==> src/rtl/scalar_write_arbiter.sv <==
// Two-requester round-robin arbiter feeding a bank of scalar registers via one-hot write enables.
// Latency: one cycle from accept to wr_en. Backpressure: hold or a lost arbitration drops ready.
module scalar_write_arbiter #(
  parameter int WIDTH    = 32,
  parameter int NUM_REGS = 16,
  parameter int ADDR_W   = 4
) (
  input  logic                clk,
  input  logic                rst,
  input  logic                req0_valid,
  input  logic [ADDR_W-1:0]   req0_addr,
  input  logic [WIDTH-1:0]    req0_data,
  output logic                req0_ready,
  input  logic                req1_valid,
  input  logic [ADDR_W-1:0]   req1_addr,
  input  logic [WIDTH-1:0]    req1_data,
  output logic                req1_ready,
  input  logic                hold,
  output logic [NUM_REGS-1:0] wr_en,
  output logic [WIDTH-1:0]    wr_data,
  output logic                wr_src,
  output logic                addr_err,
  output logic [15:0]         wr_count
);

  logic                ptr_q, ptr_d;
  logic [NUM_REGS-1:0] wr_en_q, wr_en_d;
  logic [WIDTH-1:0]    wr_data_q, wr_data_d;
  logic                wr_src_q, wr_src_d;
  logic                addr_err_q, addr_err_d;
  logic [15:0]         wr_count_q, wr_count_d;

  logic                grant0, grant1;
  logic                accept;
  logic [ADDR_W-1:0]   sel_addr;
  logic                in_range;

  // ptr_q names the requester that wins when both are valid.
  always_comb begin
    grant0 = 1'b0;
    grant1 = 1'b0;
    if (!rst && !hold) begin
      if (req0_valid && req1_valid) begin
        grant0 = ~ptr_q;
        grant1 = ptr_q;
      end else begin
        grant0 = req0_valid;
        grant1 = req1_valid;
      end
    end
  end

  assign req0_ready = grant0;
  assign req1_ready = grant1;
  assign accept     = (req0_valid & grant0) | (req1_valid & grant1);
  assign sel_addr   = grant1 ? req1_addr : req0_addr;
  assign in_range   = int'(sel_addr) < NUM_REGS;

  always_comb begin
    ptr_d      = ptr_q;
    wr_data_d  = wr_data_q;
    wr_src_d   = wr_src_q;
    wr_en_d    = '0;
    addr_err_d = 1'b0;
    wr_count_d = wr_count_q;
    if (accept) begin
      ptr_d     = ~grant1;
      wr_data_d = grant1 ? req1_data : req0_data;
      wr_src_d  = grant1;
      if (in_range) begin
        for (int i = 0; i < NUM_REGS; i++) begin
          wr_en_d[i] = (sel_addr == ADDR_W'(i));
        end
        wr_count_d = wr_count_q + 16'd1;
      end else begin
        addr_err_d = 1'b1;
      end
    end
  end

  always_ff @(posedge clk) begin
    if (rst) begin
      ptr_q      <= 1'b0;
      wr_en_q    <= '0;
      wr_data_q  <= '0;
      wr_src_q   <= 1'b0;
      addr_err_q <= 1'b0;
      wr_count_q <= '0;
    end else begin
      ptr_q      <= ptr_d;
      wr_en_q    <= wr_en_d;
      wr_data_q  <= wr_data_d;
      wr_src_q   <= wr_src_d;
      addr_err_q <= addr_err_d;
      wr_count_q <= wr_count_d;
    end
  end

  assign wr_en    = wr_en_q;
  assign wr_data  = wr_data_q;
  assign wr_src   = wr_src_q;
  assign addr_err = addr_err_q;
  assign wr_count = wr_count_q;

endmodule

==> config.mk <==
export PLATFORM = sky130hd
export DESIGN_NAME = scalar_write_arbiter
export DESIGN_NICKNAME = d
export VERILOG_FILES = /design/src/rtl/scalar_write_arbiter.sv
export SDC_FILE = /design/constraint.sdc
export NUM_CORES = 1
export LEC_CHECK = 0
export ABC_CLOCK_PERIOD_IN_PS = 1800
export BUFFER_PORTS_ARGS = -buffer_cell sky130_fd_sc_hd__buf_2
export CORE_UTILIZATION = 41
export DETAILED_ROUTE_END_ITERATION = 10
export GPL_ROUTABILITY_DRIVEN = 1
export GPL_TIMING_DRIVEN = 0
export PLACE_DENSITY = 0.88
export SKIP_LAST_GASP = 1
export SLEW_MARGIN = 20
export SYNTH_ARGS = -nofsm -noshare
export SYNTH_HDL_FRONTEND = slang
export SYNTH_SLANG_ARGS = --single-unit
==> constraint.sdc <==
create_clock -name clk -period 1.8 [get_ports clk]
set_input_delay 0.18 -clock clk [delete_from_list [all_inputs] [get_ports clk]]
set_output_delay 0.18 -clock clk [all_outputs]
set_load 0.005 [all_outputs]
==> results of run 1 <==
==> worst reg2reg max path, stage by stage, from the launching register on <==
cell and delay [ps]:
sky130_fd_sc_hd__dfxtp_1 470, sky130_fd_sc_hd__nand4_1 210, sky130_fd_sc_hd__nor4_4 400, sky130_fd_sc_hd__buf_4 190, sky130_fd_sc_hd__nand3_1 100, sky130_fd_sc_hd__mux2_1 320
==> cell usage after synthesis (3+ instances only) <==
library cell / instances
sky130_fd_sc_hd__nor2b_1: 4
sky130_fd_sc_hd__xnor2_1: 5
sky130_fd_sc_hd__a311oi_1: 32
sky130_fd_sc_hd__clkbuf_1: 16
sky130_fd_sc_hd__o21ai_0: 10
sky130_fd_sc_hd__nand2b_1: 7
sky130_fd_sc_hd__or3_1: 3
sky130_fd_sc_hd__dfxtp_1: 66
sky130_fd_sc_hd__nor2_1: 66
sky130_fd_sc_hd__a21oi_1: 12
sky130_fd_sc_hd__nand3_1: 5
sky130_fd_sc_hd__nand4_1: 4
sky130_fd_sc_hd__buf_2: 4
sky130_fd_sc_hd__nor3_1: 5
sky130_fd_sc_hd__nand2_1: 72
sky130_fd_sc_hd__mux2_1: 3
sky130_fd_sc_hd__inv_1: 3
==> per-layer routing <==
metal | share of wire [%] | vias up
met5 | 0 | -
met4 | 2.2 | 0
met3 | 5.4 | 15
met2 | 49 | 123
met1 | 44 | 1394
li1 | - | 1516
==> through the flow <==
step / setup slack (ps) / utilization (%) / area (um^2) / TNS, ps
2_1_floorplan: 2.34 / - / 2800 / 0
3_3_place_gp: -415 / 56.0 / 3620 / -12130
3_5_place_dp: -458 / 56.0 / 3620 / -14430
4_1_cts: -101 / 59.7 / 3860 / -101
5_1_grt: -91.3 / 60.9 / 3940 / -290
6_report: -19.8 / 60.9 / 3940 / -19.8
==> state kept, by name (all words and copies together) (netlist names) <==
register / count
wr_count: 16
wr_en: 16
wr_src: 1
wr_data: 32
ptr_q: 1
==> final cells by class <==
class / instances / area (um^2) / share of cell area (%)
multi-input cells: 252 / 1430 / 36.3
flip-flops and latches: 66 / 1330 / 33.8
repair buffers: 150 / 768 / 19.5
clock buffers: 14 / 163 / 4.13
plain buffers: 21 / 97.6 / 2.48
well taps: 77 / 96.3 / 2.45
clock inverters: 2 / 35.0 / 0.890
inverters: 4 / 17.5 / 0.445
==> how the worst max path moves through the flow <==
stage,end,startpoint
finish,wr_count[11],wr_count[2]
global route,wr_count[11],wr_count[2]
CTS,req1_ready,ptr_q
detailed placement,wr_en[10],hold
global placement,wr_en[13],hold
floorplan,wr_count[14],hold
==> power by group through the flow <==
| stage | Clock (W) | Sequential [W] | Combinational (W) |
|---|---|---|---|
| final | 0.00126 | 0.00154 | 0.000395 |
| after global routing | 0.00134 | 0.00155 | 0.000443 |
| after detailed placement | 0 | 0.00158 | 0.000380 |
| after floorplan | 0 | 0.00158 | 0.000180 |
| after CTS | 0.00127 | 0.00154 | 0.000386 |
| after global placement | 0 | 0.00158 | 0.000371 |
==> logic make-up after synthesis <==
kind of cell,Yosys count
muxes,5
buffers and inverters,27
xor gates and xnor gates,6
and+or+nand+nor,178
other,1
adders and majority gates,1
DFF,66
AOI/OAI and AO/OA,61
==> what timing repair did <==
action | 4_1_cts | 5_1_grt
buffers inserted | 2 | 5
endpoints found under the setup margin | 47 | 20
pin swaps | 0 | 6
gates resized for setup | 8 | 16
==> out/summary.txt, run 1 <==
======================================================================================
Run status                                                                complete, but fails checks
Violations in the final reports                                           design-rule violations, negative setup slack
Horizontal die dimension                                                       84.5 um
GR Overflow Total                                                                    0
Number of nets with antenna violations after detailed routing                        0
HPWL after DPL                                                                 6030 um
Combinational share of power                                                     12.4%
Sort of element at the end of the critical path                               register
Starting density of the core                                                     43.2%
Critical path cell sequence                                               nand4_1 > nor4_4 > buf_4 > nand3_1 > mux2_1
Wire per inst                                                                  14.1 um
Setup slack, reg-to-reg                                                         -20 ps
Power, Total                                                                 0.00320 W
Maximum clock path buffer count                                                      2
Clock transition at path regs                                                    70 ps
Final Wtd Congestion                                                             0.832
Family of cells with the greatest summed delay on the critical path       simple AND/OR/NAND/NOR gates
Hold buffers post-CTS                                                                0
WP data required                                                               2020 ps
Fraction of post-synthesis cell area in the top cell type by area                47.4%
Number of instances in the synthesized netlist                                     345
Detailed router's first-iteration violation count                                  148
Sort of element at the start of the critical path                             register
Library cell contributing the largest single delay on the critical path   sky130_fd_sc_hd__dfxtp_1
Commonest non-fill, non-tap cell in the layout                            sky130_fd_sc_hd__buf_2
Beginning of the worst register-to-register path                           wr_count[2]
Part of the Yosys area used for sequential elements                              47.4%
Initial antenna violation count                                                      0
Switching fraction of total power                                                24.6%
Commonest cells after routing, fill and taps aside                        sky130_fd_sc_hd__buf_2 (145), sky130_fd_sc_hd__nand2_1 (71), sky130_fd_sc_hd__nor2_1 (65)
FMAX                                                                           549 MHz
WHS Path Cells                                                                       3
Final count of hold timing violations                                                0
Worst R2R Path Depth                                                                 5
Minimum setup slack in the final design                                       -19.8 ps
Unrepaired setup endpoints after global routing                                   true
Headroom to the max-slew limit                                                   58.3%
Buf+Inv Stages, Crit Path                                                            1
Met3 track demand over resource                                                  5.21%
Core footprint                                                            0.00646 mm^2
Post-layout min period                                                         1820 ps
Number of max-cap violations                                                         0
Mux share of post-synthesis cell area                                            1.93%
Die Y-Extent                                                                   84.5 um
Total CTS buffers                                                                    9
Worst min path class                                                      input port to register
Cell Int Power                                                               0.00241 W
Layout overhead on the synthesized area                                          41.2%
Hold_sp                                                                   req1_data[1]
Clock root cell                                                           sky130_fd_sc_hd__clkbuf_8
Adder-cell share of the synthesized area                                        0.449%
Critical path start-end classification                                    register to register
Fin Clk Skew                                                                   7.94 ps
Fraction of power consumed by sequential logic                                   48.2%
Number of synthesized register bits                                                 66
Hold EP                                                                     wr_data[1]
DR vias/cell                                                                      5.20
Worst path max stage delay                                                      470 ps
Total global routing track utilization                                           23.7%
Number of global-route vias before repair                                         2960
Summed instance area of the synthesized netlist                           0.00279 mm^2
Number of diodes                                                                     0
Final Routed Wirelength                                                        8240 um
Unique cell type count in the Yosys netlist                                         38
Synthesized net count                                                              423
Area fraction in and, or, nand and nor cells after synthesis                     28.1%
Fraction of layout cells with a size suffix above 1                              37.5%
CP arrival                                                                     2040 ps
Final standard cell count with taps included and fillers excluded                  586
FF-to-FF End                                                              wr_count[11]
Net count, final                                                                   582
# DRC                                                                               19
Full die area                                                             0.00713 mm^2
Complex-gate fraction of the synthesized area                                    15.9%
Worst Path Max Fanout                                                                6
TritonCTS clock tree                                                              done
Count of flip-flops with a built-in enable after synthesis                           0
Top Usage Layer GRT                                                               met2
GR met2 Demand/Resource                                                          40.7%
Least-Margin Pin Slew                                                           624 ps
Clock latency on the worst-skew pair                                            340 ps
Htree depth                                                                          3
Met1 global-route usage                                                          28.2%
LEAKAGE                                                                        1.83 nW
Mean Syn Cell Area                                                           8.08 um^2
Post-synth ARST share                                                               0%
Ratio of total power to cell area                                          813 mW/mm^2
Largest area contributor in the netlist                                   sky130_fd_sc_hd__dfxtp_1
Number of failing setup endpoints in the final timing report                         1
Number of placed I/O pins                                                          145
Vias after detailed routing                                                       3048
Wire length of the first global-routing pass                                  13400 um
Minimum hold slack                                                             97.3 ps
NetSw                                                                       0.000787 W
Count of warnings emitted by yosys                                                   0
Number of fill cells                                                               590
Most used flip-flop cell after synthesis                                  sky130_fd_sc_hd__dfxtp_1
Dpl cells                                                                          565
Dominant cells by area after synthesis                                    sky130_fd_sc_hd__dfxtp_1 (47%), sky130_fd_sc_hd__a311oi_1 (10%), sky130_fd_sc_hd__nand2_1 (9.7%)
Slew Limit Fails                                                                     0
Main combinational cell family by area after synthesis                    simple AND/OR/NAND/NOR gates
Ratio of final minimum period to clock period                                     101%
Port buffer count                                                                  143
Number of sinks on the clock net                                                    66
XOR/XNOR share of the synthesized area                                           1.89%
1st-pass router iterations                                                           8
Levels on crit path                                                                  5
Largest net degree at the start of global routing                                   11
Peak supply drop                                                              0.445 mV
Number of placement rows                                                            29
Share of power burned in the clock network                                       39.4%
======================================================================================
No activity file was read; power rests on OpenSTA's default activity.
==> run 2, diff against run 1 <==
==> constraint.sdc (replaced) <==
create_clock -name clk -period 1.8 [get_ports clk]
set_input_delay 0.18 -clock clk [delete_from_list [all_inputs] [get_ports clk]]
set_output_delay 0.18 -clock clk [all_outputs]
set_load 0.01 [all_outputs]
==> run 2 against run 1 <==
The flow finishes with violations (design-rule violations); first-iteration DRC count is 21% lower; highest routed layer unchanged; critical path depth unchanged; utilization shrank 1.4 points; wire length shrank 1.2%; largest power group unchanged; critical path type unchanged; via count is 0.26% lower; design area decreased by 2.3%; global-route usage down 0.97 points; largest cell class unchanged.
==> out/summary.txt, run 2 (synthesis results as in run 1) <==
============================================================================
Run status                                                      complete, but fails checks
Violations in the final reports                                 design-rule violations
Least-Margin Pin Slew                                                 631 ps   +7.19 ps
Core footprint                                                  0.00646 mm^2   unchanged
Full die area                                                   0.00713 mm^2   unchanged
Largest net degree at the start of global routing                         11   unchanged
Detailed router's first-iteration violation count                        117   -21%
Number of placement rows                                                  29   unchanged
Final count of hold timing violations                                      0   unchanged
HPWL after DPL                                                       6030 um   about the same
Peak supply drop                                                    0.415 mV   -6.7%
Maximum clock path buffer count                                            2   unchanged
Number of sinks on the clock net                                          66   unchanged
Horizontal die dimension                                             84.5 um   unchanged
GR Overflow Total                                                          0   unchanged
LEAKAGE                                                              1.77 nW   -3.1%
Number of max-cap violations                                               0   unchanged
Ratio of total power to cell area                                786 mW/mm^2   -3.3%
Initial antenna violation count                                            0   unchanged
Unrepaired setup endpoints after global routing                         true
Post-layout min period                                               1770 ps   -49.7 ps
Final Wtd Congestion                                                   0.808   -2.9%
Wire length of the first global-routing pass                        12800 um   -4.4%
Vias after detailed routing                                             3040   -0.26%
FMAX                                                                 565 MHz   +2.8%
TritonCTS clock tree                                                    done
Number of failing setup endpoints in the final timing report               0   -1
Fraction of layout cells with a size suffix above 1                    36.1%   -1.4 points
Worst Path Max Fanout                                                      8   +2
Die Y-Extent                                                         84.5 um   unchanged
Hold buffers post-CTS                                                      0   unchanged
Ratio of final minimum period to clock period                          98.3%   -2.8 points
Slew Limit Fails                                                           0   unchanged
Sort of element at the end of the critical path                     register
Sort of element at the start of the critical path                   register
Number of fill cells                                                     604   +2.4%
Layout overhead on the synthesized area                                37.9%
DR vias/cell                                                            5.23   +0.60%
Total global routing track utilization                                 22.7%   -0.97 points
Critical path start-end classification                          register to register
Clock latency on the worst-skew pair                                  340 ps   about the same
WP data required                                                     2030 ps   about the same
Clock root cell                                                 sky130_fd_sc_hd__clkbuf_8
Minimum setup slack in the final design                              29.8 ps   +49.7 ps
Clock transition at path regs                                          70 ps   about the same
CP arrival                                                           2000 ps   -40 ps
Final Routed Wirelength                                              8150 um   -1.2%
Htree depth                                                                3   unchanged
Number of diodes                                                           0   unchanged
# DRC                                                                      8   -11
Minimum hold slack                                                   98.7 ps   +1.39 ps
Final Instance Area                                             0.00384 mm^2   -2.3%
Worst min path class                                            input port to register
Port buffer count                                                        143   unchanged
Number of nets with antenna violations after detailed routing              0   unchanged
Minimum setup slack after placement                                  -412 ps   +46.0 ps
Number of flip-flops in the largest register                              32   unchanged
Fin Clk Skew                                                         12.4 ps   +4.45 ps
Number of global-route vias before repair                               2835   -4.2%
Commonest cells after routing, fill and taps aside              sky130_fd_sc_hd__buf_2 (145), sky130_fd_sc_hd__nand2_1 (71), sky130_fd_sc_hd__nor2_1 (65)
Headroom to the max-slew limit                                         57.8%   -0.48 points
Net count, final                                                         579   -0.52%
Commonest non-fill, non-tap cell in the layout                  sky130_fd_sc_hd__buf_2
Total CTS buffers                                                          9   unchanged
1st-pass router iterations                                                 7   -1
Starting density of the core                                           43.2%   unchanged
Wire per inst                                                        14.0 um   -0.30%
Instance area after placement                                   0.00362 mm^2   about the same
Number of placed I/O pins                                                145   unchanged
============================================================================
## run 2: cell types whose count changed in the layout (fill, tap and decap cells not counted), moves of 2 or more
cell                       change
sky130_fd_sc_hd__buf_4         -3
sky130_fd_sc_hd__a21oi_1       +2
sky130_fd_sc_hd__a21oi_2       -2
sky130_fd_sc_hd__clkbuf_1      -2
sky130_fd_sc_hd__or3_1         +2
sky130_fd_sc_hd__or3_4         -2
## run 2: stage by stage
stage | power (W) | setup TNS (ps) | std cells | util (%)
after global placement | 0.00197 | -13790 | 565 | 56.0
after global routing | 0.00316 | -80.3 | 581 | 59.5
final | 0.00302 | 0 | 581 | 59.5
after CTS | 0.00302 | -51.4 | 578 | 58.8
after detailed placement | 0.00198 | -14100 | 565 | 56.0
after floorplan | 0.00178 | 0 | 345 | -
## run 2: layer usage
metal	GRT usage, %	share of wire [%]
met1	28.9	46
met2	37.8	46
met3	4.42	6.5
met4	9.71	1.7
met5	0	0
## run 2: power breakdown
part           leakage [nW]  internal [W]  switching (W)
logic                  1.15      0.000183       0.000235
registers             0.540       0.00151      0.0000310
clock network        0.0810      0.000518       0.000540
total                  1.77       0.00221       0.000806
## run 2: path summary, 6_finish.rpt
check	startpoint	to	slack, ps	depth (start not counted)
worst max-delay path	wr_count[4]	wr_count[14]	30	5
worst min-delay path	req1_data[27]	wr_data[27]	100	3
worst max register to register	wr_count[4]	wr_count[14]	30	5
worst min register to register	wr_data[27]	wr_data[27]	500	2
## run 2: timing repair
action                                  4_1_cts  5_1_grt
gates cloned                                  0        0
resized for setup                             8        7
endpoints found under the setup margin       43       29
buffers inserted                              0        3
## run 2: layout make-up
class / count / area, um^2 / share of cell area [%]
Clock buffer: 11 / 141 / 3.68
Clock inverter: 3 / 17.5 / 0.456
Inverter: 4 / 17.5 / 0.456
Sequential cell: 66 / 1330 / 34.6
Timing Repair Buffer: 146 / 738 / 19.2
Multi-Input combinational cell: 252 / 1400 / 36.3
Buffer: 22 / 109 / 2.83
Tap cell: 77 / 96.3 / 2.51
## run 2: worst max-delay path, cell delays in order (launching register included)
cell and delay, ps:
sky130_fd_sc_hd__dfxtp_1 380, sky130_fd_sc_hd__nand2_1 140, sky130_fd_sc_hd__or4_4 500, sky130_fd_sc_hd__buf_6 150
sky130_fd_sc_hd__nor3_2 190, sky130_fd_sc_hd__mux2_4 310
==> run 3, diff against run 2 <==
- CORE_ASPECT_RATIO: default -> 1.25
- SETUP_SLACK_MARGIN: default -> 0.5
==> run 3 against run 2 <==
The run now ends clean; count of clock-buffer cells in the layout stayed put; combinational power is 50% higher; sequential power hardly changed; register-to-register slack improved by 60 ps; first-iteration DRC count is 85% higher; setup slack better by 58 ps; critical endpoint is now wr_count[10]; largest cell class unchanged; highest routed layer unchanged.
==> out/summary.txt, run 3 (synthesis results as in run 1) <==
======================================================================================
Run status                                                                   completed
Layout overhead on the synthesized area                                          76.1%
Fraction of layout cells with a size suffix above 1                              59.6%   +23 points
Commonest non-fill, non-tap cell in the layout                            sky130_fd_sc_hd__buf_2
Wire per inst                                                                  16.1 um   +15%
Detailed router's first-iteration violation count                                  217   +85%
Full die area                                                             0.00713 mm^2   about the same
Instance area after placement                                             0.00366 mm^2   +1.1%
CP arrival                                                                     1990 ps   about the same
Commonest cells after routing, fill and taps aside                        sky130_fd_sc_hd__buf_2 (143), sky130_fd_sc_hd__nor2_1 (62), sky130_fd_sc_hd__dfxtp_1 (60)
Net count, final                                                                   620   +7.1%
Critical path start-end classification                                    register to register
Number of fill cells                                                               481   -20%
Combinational share of power                                                     18.2%   +4.3 points
FF-to-FF End                                                              wr_count[10]
Clock root cell                                                           sky130_fd_sc_hd__clkbuf_8
Unrepaired setup endpoints after global routing                                   true
WP data required                                                               2080 ps   +50 ps
Number of placement rows                                                            33   +14%
Number of flip-flops in the largest register                                        32   unchanged
Sort of element at the end of the critical path                               register
FMAX                                                                           584 MHz   +3.4%
Starting density of the core                                                     42.5%   -0.70 points
Setup slack, reg-to-reg                                                          90 ps   +60 ps
Number of placed I/O pins                                                          145   unchanged
Switching fraction of total power                                                26.9%   +0.24 points
Final count of hold timing violations                                                0   unchanged
Maximum clock path buffer count                                                      2   unchanged
Minimum hold slack                                                              101 ps   +1.90 ps
Port buffer count                                                                  143   unchanged
Headroom to the max-slew limit                                                   54.2%   -3.6 points
Vias after detailed routing                                                       3364   +11%
Wire length of the first global-routing pass                                  13600 um   +5.9%
Ratio of total power to cell area                                          700 mW/mm^2   -11%
Beginning of the worst register-to-register path                           wr_count[0]
# DRC                                                                                0   -8
Total CTS buffers                                                                    9   unchanged
Peak supply drop                                                              0.636 mV   +53%
Critical path cell sequence                                               ha_4 > nand3_2 > or4_4 > buf_6 > or3_4 > a21oi_2
CP Launch Point                                                            wr_count[0]
Worst Path Max Fanout                                                                7   -1
Slew Limit Fails                                                                     0   unchanged
Share of power burned in the clock network                                       36.8%   +1.8 points
Number of global-route vias before repair                                         3023   +6.6%
Horizontal die dimension                                                       75.8 um   -10%
Die Y-Extent                                                                   94.2 um   +12%
Number of max-cap violations                                                         0   unchanged
Worst Setup EP                                                            wr_count[10]
LEAKAGE                                                                        2.21 nW   +25%
GR Overflow Total                                                                    0   unchanged
Final Routed Wirelength                                                       10200 um   +25%
Worst R2R Path Depth                                                                 6   +1
Initial antenna violation count                                                      0   unchanged
Final Instance Area                                                       0.00491 mm^2   +28%
Clock latency on the worst-skew pair                                            340 ps   about the same
Number of nets with antenna violations after detailed routing                        0   unchanged
Least-Margin Pin Slew                                                           687 ps   +56.6 ps
Ratio of final minimum period to clock period                                    95.1%   -3.2 points
Worst min path class                                                      input port to register
TritonCTS clock tree                                                              done
Core footprint                                                            0.00657 mm^2   +1.6%
Fraction of power consumed by sequential logic                                   44.9%   -6.2 points
Number of sinks on the clock net                                                    66   unchanged
Htree depth                                                                          3   unchanged
Worst path max stage delay                                                      430 ps   -70 ps
Hold buffers post-CTS                                                                0   unchanged
Number of diodes                                                                     0   unchanged
Library cell contributing the largest single delay on the critical path   sky130_fd_sc_hd__or4_4
Sort of element at the start of the critical path                             register
Largest net degree at the start of global routing                                   12   +1
Fin Clk Skew                                                                   9.86 ps   -2.53 ps
NetSw                                                                       0.000925 W   +15%
Final Wtd Congestion                                                             0.769   -4.8%
DR vias/cell                                                                      5.31   +1.4%
Total global routing track utilization                                           25.3%   +2.6 points
Cell Int Power                                                               0.00251 W   +13%
Number of failing setup endpoints in the final timing report                         0   unchanged
1st-pass router iterations                                                           5   -2
HPWL after DPL                                                                 5860 um   -2.9%
Clock transition at path regs                                                    70 ps   about the same
Post-layout min period                                                         1710 ps   -57.6 ps
======================================================================================
-- run 3: power by group through the flow --
stage	logic, W	registers (W)	clock network (W)
6_report	0.000627	0.00154	0.00127
5_1_grt	0.000671	0.00155	0.00136
4_1_cts	0.000502	0.00154	0.00128
3_5_place_dp	0.000405	0.00158	0
3_3_place_gp	0.000395	0.00157	0
2_1_floorplan	0.000187	0.00160	0
-- run 3: area by class of cell --
cell class                      count  area (um^2)  share of cell area (%)
Timing Repair Buffer              186         1180                    24.0
Sequential cell                    66         1330                    27.2
Buffer                             23          200                    4.08
Inverter                            4         22.5                   0.459
Clock inverter                      5         52.6                    1.07
Multi-Input combinational cell    252         1860                    38.0
Tap cell                           87          109                    2.22
Clock buffer                       11          151                    3.08
-- run 3: metal layers --
layer,vias up,part of all wire (%),track usage [%]
met3,28,6.3,8.26
li1,1591,-,-
met1,1599,37,27.6
met2,146,54,42.8
met5,-,0,0
met4,0,2.5,12.3
-- run 3: repair_timing --
item,CTS,global route
gates resized for setup,94,92
setup buffers,24,14
gates cloned,3,2
pin swaps,47,50
setup endpoints to repair,67,65
-- run 3: stage by stage --
stage | power [W] | setup WS [ps] | instances | TNS, ps | util (%)
after floorplan | 0.00179 | 67.0 | 345 | 0 | -
after global placement | 0.00197 | -239 | 575 | -5570 | 55.7
after detailed placement | 0.00198 | -288 | 575 | -6490 | 55.7
after CTS | 0.00332 | 125 | 618 | 0 | 67.2
after global routing | 0.00358 | 43.3 | 634 | 0 | 74.8
final | 0.00344 | 87.5 | 634 | 0 | 74.8
-- run 3: how the worst min path moves through the flow --
stage	slack (ps)	depth (start not counted)	startpoint	end
floorplan	340	2	req1_data[0]	wr_data[0]
global placement	440	3	req1_data[20]	wr_data[20]
detailed placement	450	3	req1_data[25]	wr_data[25]
CTS	90	3	req0_data[8]	wr_data[8]
global route	100	3	req1_data[16]	wr_data[16]
finish	100	3	req0_data[8]	wr_data[8]
-- run 3: critical path: cells and delay by family, from the launching register on --
kind,cells,cell delay [ps]
AO/OA/AOI/OAI,1,130
adder cells (fa/ha/maj),1,140
buffers and inverters,1,150
flip-flops,1,360
AND/OR/NAND/NOR,3,870
